**src/rtl/instr_fetch_unit_pkg.sv**
```systemverilog
// instr_fetch_unit_pkg: shared CPU encodings and ROM size for the fetch stage
package instr_fetch_unit_pkg;
  localparam int unsigned ROM_BYTES = 100;
  typedef enum logic [1:0] {PC_SEQ = 2'b00, PC_BR = 2'b01, PC_J = 2'b10, PC_HOLD = 2'b11} pc_src_e;
  typedef enum logic [1:0] {S_IDLE, S_READ, S_FAULT} state_e;
endpackage

```
**src/rtl/instr_fetch_unit_next_pc_calc.sv**
```systemverilog
// next_pc_calc: combinational next-PC selection relative to the fetched word's pc+4
module next_pc_calc
  import instr_fetch_unit_pkg::*;
(
  input  logic [31:0] pc_plus4,
  input  logic [15:0] br_imm,
  input  logic [25:0] j_target,
  input  pc_src_e     pc_src,
  output logic [31:0] next_pc
);
  always_comb next_pc = pc_src == PC_BR ? pc_plus4 + {{14{br_imm[15]}}, br_imm, 2'b00}
                      : pc_src == PC_J  ? {pc_plus4[31:28], j_target, 2'b00}
                      : pc_plus4;
endmodule

```
**src/rtl/instr_fetch_unit.sv**
```systemverilog
// instr_fetch_unit: PC, ROM read sequencing and instruction register for the multi-cycle CPU
module instr_fetch_unit
  import instr_fetch_unit_pkg::*;
#(
  parameter logic [31:0] RESET_PC    = 32'h0,
  parameter int unsigned ROM_BYTES   = instr_fetch_unit_pkg::ROM_BYTES,
  parameter int unsigned WAIT_CYCLES = 1
) (
  input  logic        clk,
  input  logic        rst,
  input  logic        fetch_go,
  input  logic        pc_wen,
  input  logic [1:0]  pc_src,
  input  logic [15:0] br_imm,
  input  logic [25:0] j_target,
  input  logic        halt,
  output logic        rom_nrd,
  output logic [31:0] rom_addr,
  input  logic [31:0] rom_data,
  output logic [31:0] ir,
  output logic [31:0] pc,
  output logic [31:0] pc_plus4,
  output logic        ir_valid,
  output logic        busy,
  output logic        fault
);
  state_e      state_q, state_d;
  logic [31:0] pc_q, pc_d, ir_q, ir_d, ir_pc_q, ir_pc_d, pend_q, pend_d, cnt_q, cnt_d, npc;
  logic        ir_valid_q, ir_valid_d, pend_v_q, pend_v_d, wr, go, bad, last;

  next_pc_calc u_npc (
    .pc_plus4 (pc_plus4),
    .br_imm   (br_imm),
    .j_target (j_target),
    .pc_src   (pc_src_e'(pc_src)),
    .next_pc  (npc)
  );

  assign wr   = pc_wen && pc_src != PC_HOLD;
  assign go   = fetch_go && !halt;
  // 33-bit compare so a PC near 2^32 cannot wrap into the legal range
  assign bad  = pc_q[1:0] != 2'b00 || {1'b0, pc_q} + 33'd3 >= 33'(ROM_BYTES);
  assign last = cnt_q == '0;

  always_comb begin
    state_d    = state_q;
    pc_d       = pc_q;
    ir_d       = ir_q;
    ir_pc_d    = ir_pc_q;
    ir_valid_d = ir_valid_q;
    pend_d     = pend_q;
    pend_v_d   = pend_v_q;
    cnt_d      = cnt_q;
    if (state_q == S_IDLE) begin
      pc_d = wr ? npc : pc_q;
      if (go) begin
        state_d    = bad ? S_FAULT : S_READ;
        cnt_d      = WAIT_CYCLES - 1;
        ir_valid_d = bad && ir_valid_q;
      end
    end else if (state_q == S_READ) begin
      cnt_d    = cnt_q - 1;
      pend_d   = wr ? npc : pend_q;
      pend_v_d = wr || pend_v_q;
      if (last) begin
        state_d    = S_IDLE;
        ir_d       = rom_data;
        ir_pc_d    = pc_q;
        ir_valid_d = 1'b1;
        pc_d       = wr ? npc : pend_v_q ? pend_q : pc_q;
        pend_v_d   = 1'b0;
      end
    end
  end

  always_ff @(posedge clk) begin
    if (rst) begin
      state_q    <= S_IDLE;
      pc_q       <= RESET_PC;
      ir_q       <= '0;
      ir_pc_q    <= RESET_PC;
      ir_valid_q <= 1'b0;
      pend_q     <= '0;
      pend_v_q   <= 1'b0;
      cnt_q      <= '0;
    end else begin
      state_q    <= state_d;
      pc_q       <= pc_d;
      ir_q       <= ir_d;
      ir_pc_q    <= ir_pc_d;
      ir_valid_q <= ir_valid_d;
      pend_q     <= pend_d;
      pend_v_q   <= pend_v_d;
      cnt_q      <= cnt_d;
    end
  end

  assign rom_nrd  = state_q != S_READ;
  assign busy     = state_q == S_READ;
  assign fault    = state_q == S_FAULT;
  assign rom_addr = pc_q;
  assign pc       = pc_q;
  assign ir       = ir_q;
  assign ir_valid = ir_valid_q;
  assign pc_plus4 = ir_pc_q + 32'd4;
endmodule

```
**config.mk**
```make
export PLATFORM = sky130hd
export DESIGN_NAME = instr_fetch_unit
export DESIGN_NICKNAME = d
export VERILOG_FILES = /design/src/rtl/instr_fetch_unit_pkg.sv /design/src/rtl/instr_fetch_unit_next_pc_calc.sv /design/src/rtl/instr_fetch_unit.sv
export SDC_FILE = /design/constraint.sdc
export NUM_CORES = 1
export LEC_CHECK = 0
export ABC_AREA = 1
export CAP_MARGIN = 15
export CORE_UTILIZATION = 53
export DETAILED_ROUTE_END_ITERATION = 8
export PLACE_DENSITY = 0.81
export SLEW_MARGIN = 20
export SYNTH_ARGS = -nofsm -noshare
export SYNTH_HDL_FRONTEND = slang
export SYNTH_SLANG_ARGS = --single-unit
```
**constraint.sdc**
```tcl
create_clock -name clk -period 3.5 [get_ports clk]
set_input_delay 1.05 -clock clk [delete_from_list [all_inputs] [get_ports clk]]
set_output_delay 1.05 -clock clk [all_outputs]
set_load 0.01 [all_outputs]
```
==> run metrics, run 1 <==
cell area after layout roughly 15000 µm²; PortBufs between 200 and 250; Met1 Routed Length 16200 µm; Hold WC Path Type flip-flop to flip-flop; synth warn 0; Post-synth ARST share 0; Final Wtd Congestion around 0.94; Site Rows 52; share of layout cells above drive strength 1 0.110; min Tclk post-route 3.52 ns; Post-synth EDFFs 0; Rel. slew slack 0.277; critical path capture point type output pin; crit share post-route 1.01; Leakage roughly 0.0067 µW; area taken by flip-flops and latches 3300 µm²; Hold Path End ir[6]; critical setup path kind flip-flop to output pin; most common cell in the synthesized netlist nand2_1; Clock Tree Buf Depth 2; Util after Layout 0.715; area leader, netlist dfxtp_1; synthesized area roughly 11000 µm²; Fill cells 1822; max-slew violation count 0; DRT iter0 DRCs 1209; CTS root buffer clkbuf_16; Area contributors post-synth dfxtp_1 (29%), nand2_1 (15%), nor2_1 (9.7%); top sig layer met4; CTS Buf Count 17; Net count, final 2122; clock skew ~0.019 ns; Worst Max-Slew Pin Slew approximately 1.1 ns; sequential fraction of the synthesis area 0.293; status finished with violations; DP HPWL 29700 µm; Final ANT Viol Nets 0; FF-to-FF End pc[13]; Ant. Diodes 0; initial antenna violation count 0; most instantiated cells after synthesis nand2_1 (436), nor2_1 (289), inv_1 (204); met3 wire length ~3200 µm; RSZ-0062 raised after global routing yes; first-pass GRT wire length 61100 µm; # IOs between 200 and 250; PwrDens around 370 nW/µm²; pin count of the biggest net entering global routing just under 100; hold depth 2; net count after synthesis between 1500 and 2000; hold path startpoint ir[6]; multi-input logic area 6990 µm²; CP max FO 4; WL final 39200 µm; failing checks setup timing; Worst Path Arrival 2.47 ns; synth-to-layout area growth 30.8%; startpoint types flip-flop; # Max-Cap Violations 0; Via-to-Cell Ratio around 5.6; Setup Viol. Count Final 1; DRT Pass-1 Iters 6; ys flop type dfxtp_1; worst reg2reg startpoint ir_pc_q[3]; post-synth cell types 51; Num Clock Sinks around 160; Worst EP required between 2 and 2.5 ns; Final Worst Setup Slack -0.0241 ns; reg2reg setup slack 0.23 ns; GRT Total Usage 0.356; hold slack approximately 0.48 ns; register bit total from synthesis ~160; Area after DPL between 10000 and 15000 µm²; DRC Markers 0; Avg Inst Size Synth ~6.2 µm²; Peak Freq 0.284 GHz; R2R cell count 18; total congestion overflow 0; DR vias 12800; Final Hold Viols 0; H-tree levels 4; CTS tree built; share of the synthesized area in the top cell type 0.293; Post-Syn Instances about 1800; Avg WL per Cell about 17 µm; die width about 150 µm; initial core utilization 0.546; vias in the first global route 11700; die area roughly 22000 µm²; Worst-path clk slew about 0.07 ns; height of the die between 100 and 150 µm; core area 20500 µm²; Max VDD drop 0.327 mV; Clock Latency Late Sink about 0.45 ns; met2 wire len approximately 18000 µm
worst max-delay path by stage:
stage / startpoint / endpoint
2_1_floorplan: ir_pc_q[2] / pend_q[27]
3_3_place_gp: pc_src[0] / pend_q[6]
3_5_place_dp: pc_src[1] / pend_q[6]
4_1_cts: ir_pc_q[16] / pc_plus4[29]
5_1_grt: ir_pc_q[13] / pc_plus4[30]
6_report: ir_pc_q[13] / pc_plus4[30]
what timing repair did:
item | 4_1_cts | 5_1_grt
buffers inserted | 5 | 3
pin swaps | 11 | 12
gates resized for setup | 42 | 65
cloned | 0 | 1
setup endpoints to repair | 16 | 48
hold buffers | 0 | 0
per-layer routing:
metal / track usage / up-vias
met5: 0 / -
met4: 0.154 / 0
met2: 0.592 / 625
met3: 0.0534 / 98
met1: 0.458 / 5864
li1: - / 6246
cells in the final DEF (no fill, tap or decap), types with 6 or more instances in the layout:
master,synthesis,final
nand2_1,436,426
nor2_1,289,276
clkdlybuf4s50_1,0,202
inv_1,204,195
dfxtp_1,164,152
o21ai_0,122,119
a21oi_1,114,110
nand3_1,107,101
buf_4,35,56
ha_1,37,32
nand4_1,27,27
a211oi_1,23,23
o211ai_1,20,20
clkbuf_16,0,17
nand2_2,6,16
xor2_1,22,16
a21oi_2,12,16
nor3_1,29,15
nor3_2,6,13
inv_2,3,12
nor2_2,2,12
o21ai_1,9,12
dfxtp_2,0,12
or2_2,10,10
nor3_4,0,7
nor2_4,3,7
o21bai_1,7,7
dlymetal6s2s_1,0,7
nand3_2,0,6
nand3b_1,6,6
clkinv_8,0,6
logic make-up (layout without fill, tap and decap cells):
family,Yosys count,in the layout,share of synthesized area
AO/OA/AOI/OAI,341,341,0.176
adder cells (fa/ha/maj),38,38,0.0431
flip-flops,164,164,0.293
AND/OR/NAND/NOR,931,932,0.348
XOR/XNOR,29,29,0.0227
buffers and inverters,302,512,0.117
flip-flops by register name, indices dropped and copies added, names as in the netlist:
register,count
pc,32
ir,32
state_q,2
cnt_q,32
pend_v_q,1
pend_q,32
ir_pc_q,32
ir_valid,1
area by class of cell:
type                    instances  area share
repair buffers                271       0.178
clock inverters                14      0.0123
multi-input cells            1340       0.477
inverters                     209      0.0536
flip-flops and latches        164       0.225
clock buffers                  18      0.0300
well taps                     270      0.0231
metrics by stage:
stage	setup TNS, ns	total power [µW]	std cells	worst slack (ns)
global placement	-0.0323	3530	2245	-0.00793
detailed placement	-0.727	3540	2245	-0.104
finish	-0.0241	5490	2286	-0.0241
floorplan	0	2930	1805	0.505
global route	-0.162	5700	2286	-0.103
CTS	-0.0125	5470	2282	-0.00590
worst max-delay path, stage by stage, from the launching register on:
cell,delay [ns]
dfxtp_2,0.40
nand2_2,0.13
nor3_4,0.21
nand2_1,0.12
nor3_2,0.15
buf_4,0.16
nand2_1,0.05
nand2_1,0.06
nand2_1,0.04
inv_1,0.14
clkdlybuf4s50_1,0.57
where the power goes:
group | switching [µW] | internal, µW
registers | 184 | 1960
logic | 795 | 611
clock network | 948 | 994
total | 1930 | 3560
(Power assumes the default switching activity.)
==> inputs of run 2 (changes only) <==
--- a/config.mk
+++ b/config.mk
@@ -10,7 +10,6 @@
 export CORE_UTILIZATION = 53
 export DETAILED_ROUTE_END_ITERATION = 8
 export PLACE_DENSITY = 0.81
-export SLEW_MARGIN = 20
 export SYNTH_ARGS = -nofsm -noshare
 export SYNTH_HDL_FRONTEND = slang
 export SYNTH_SLANG_ARGS = --single-unit
==> results of run 2 <==
Final layout, timing and power as in run 1 (identical DEF).
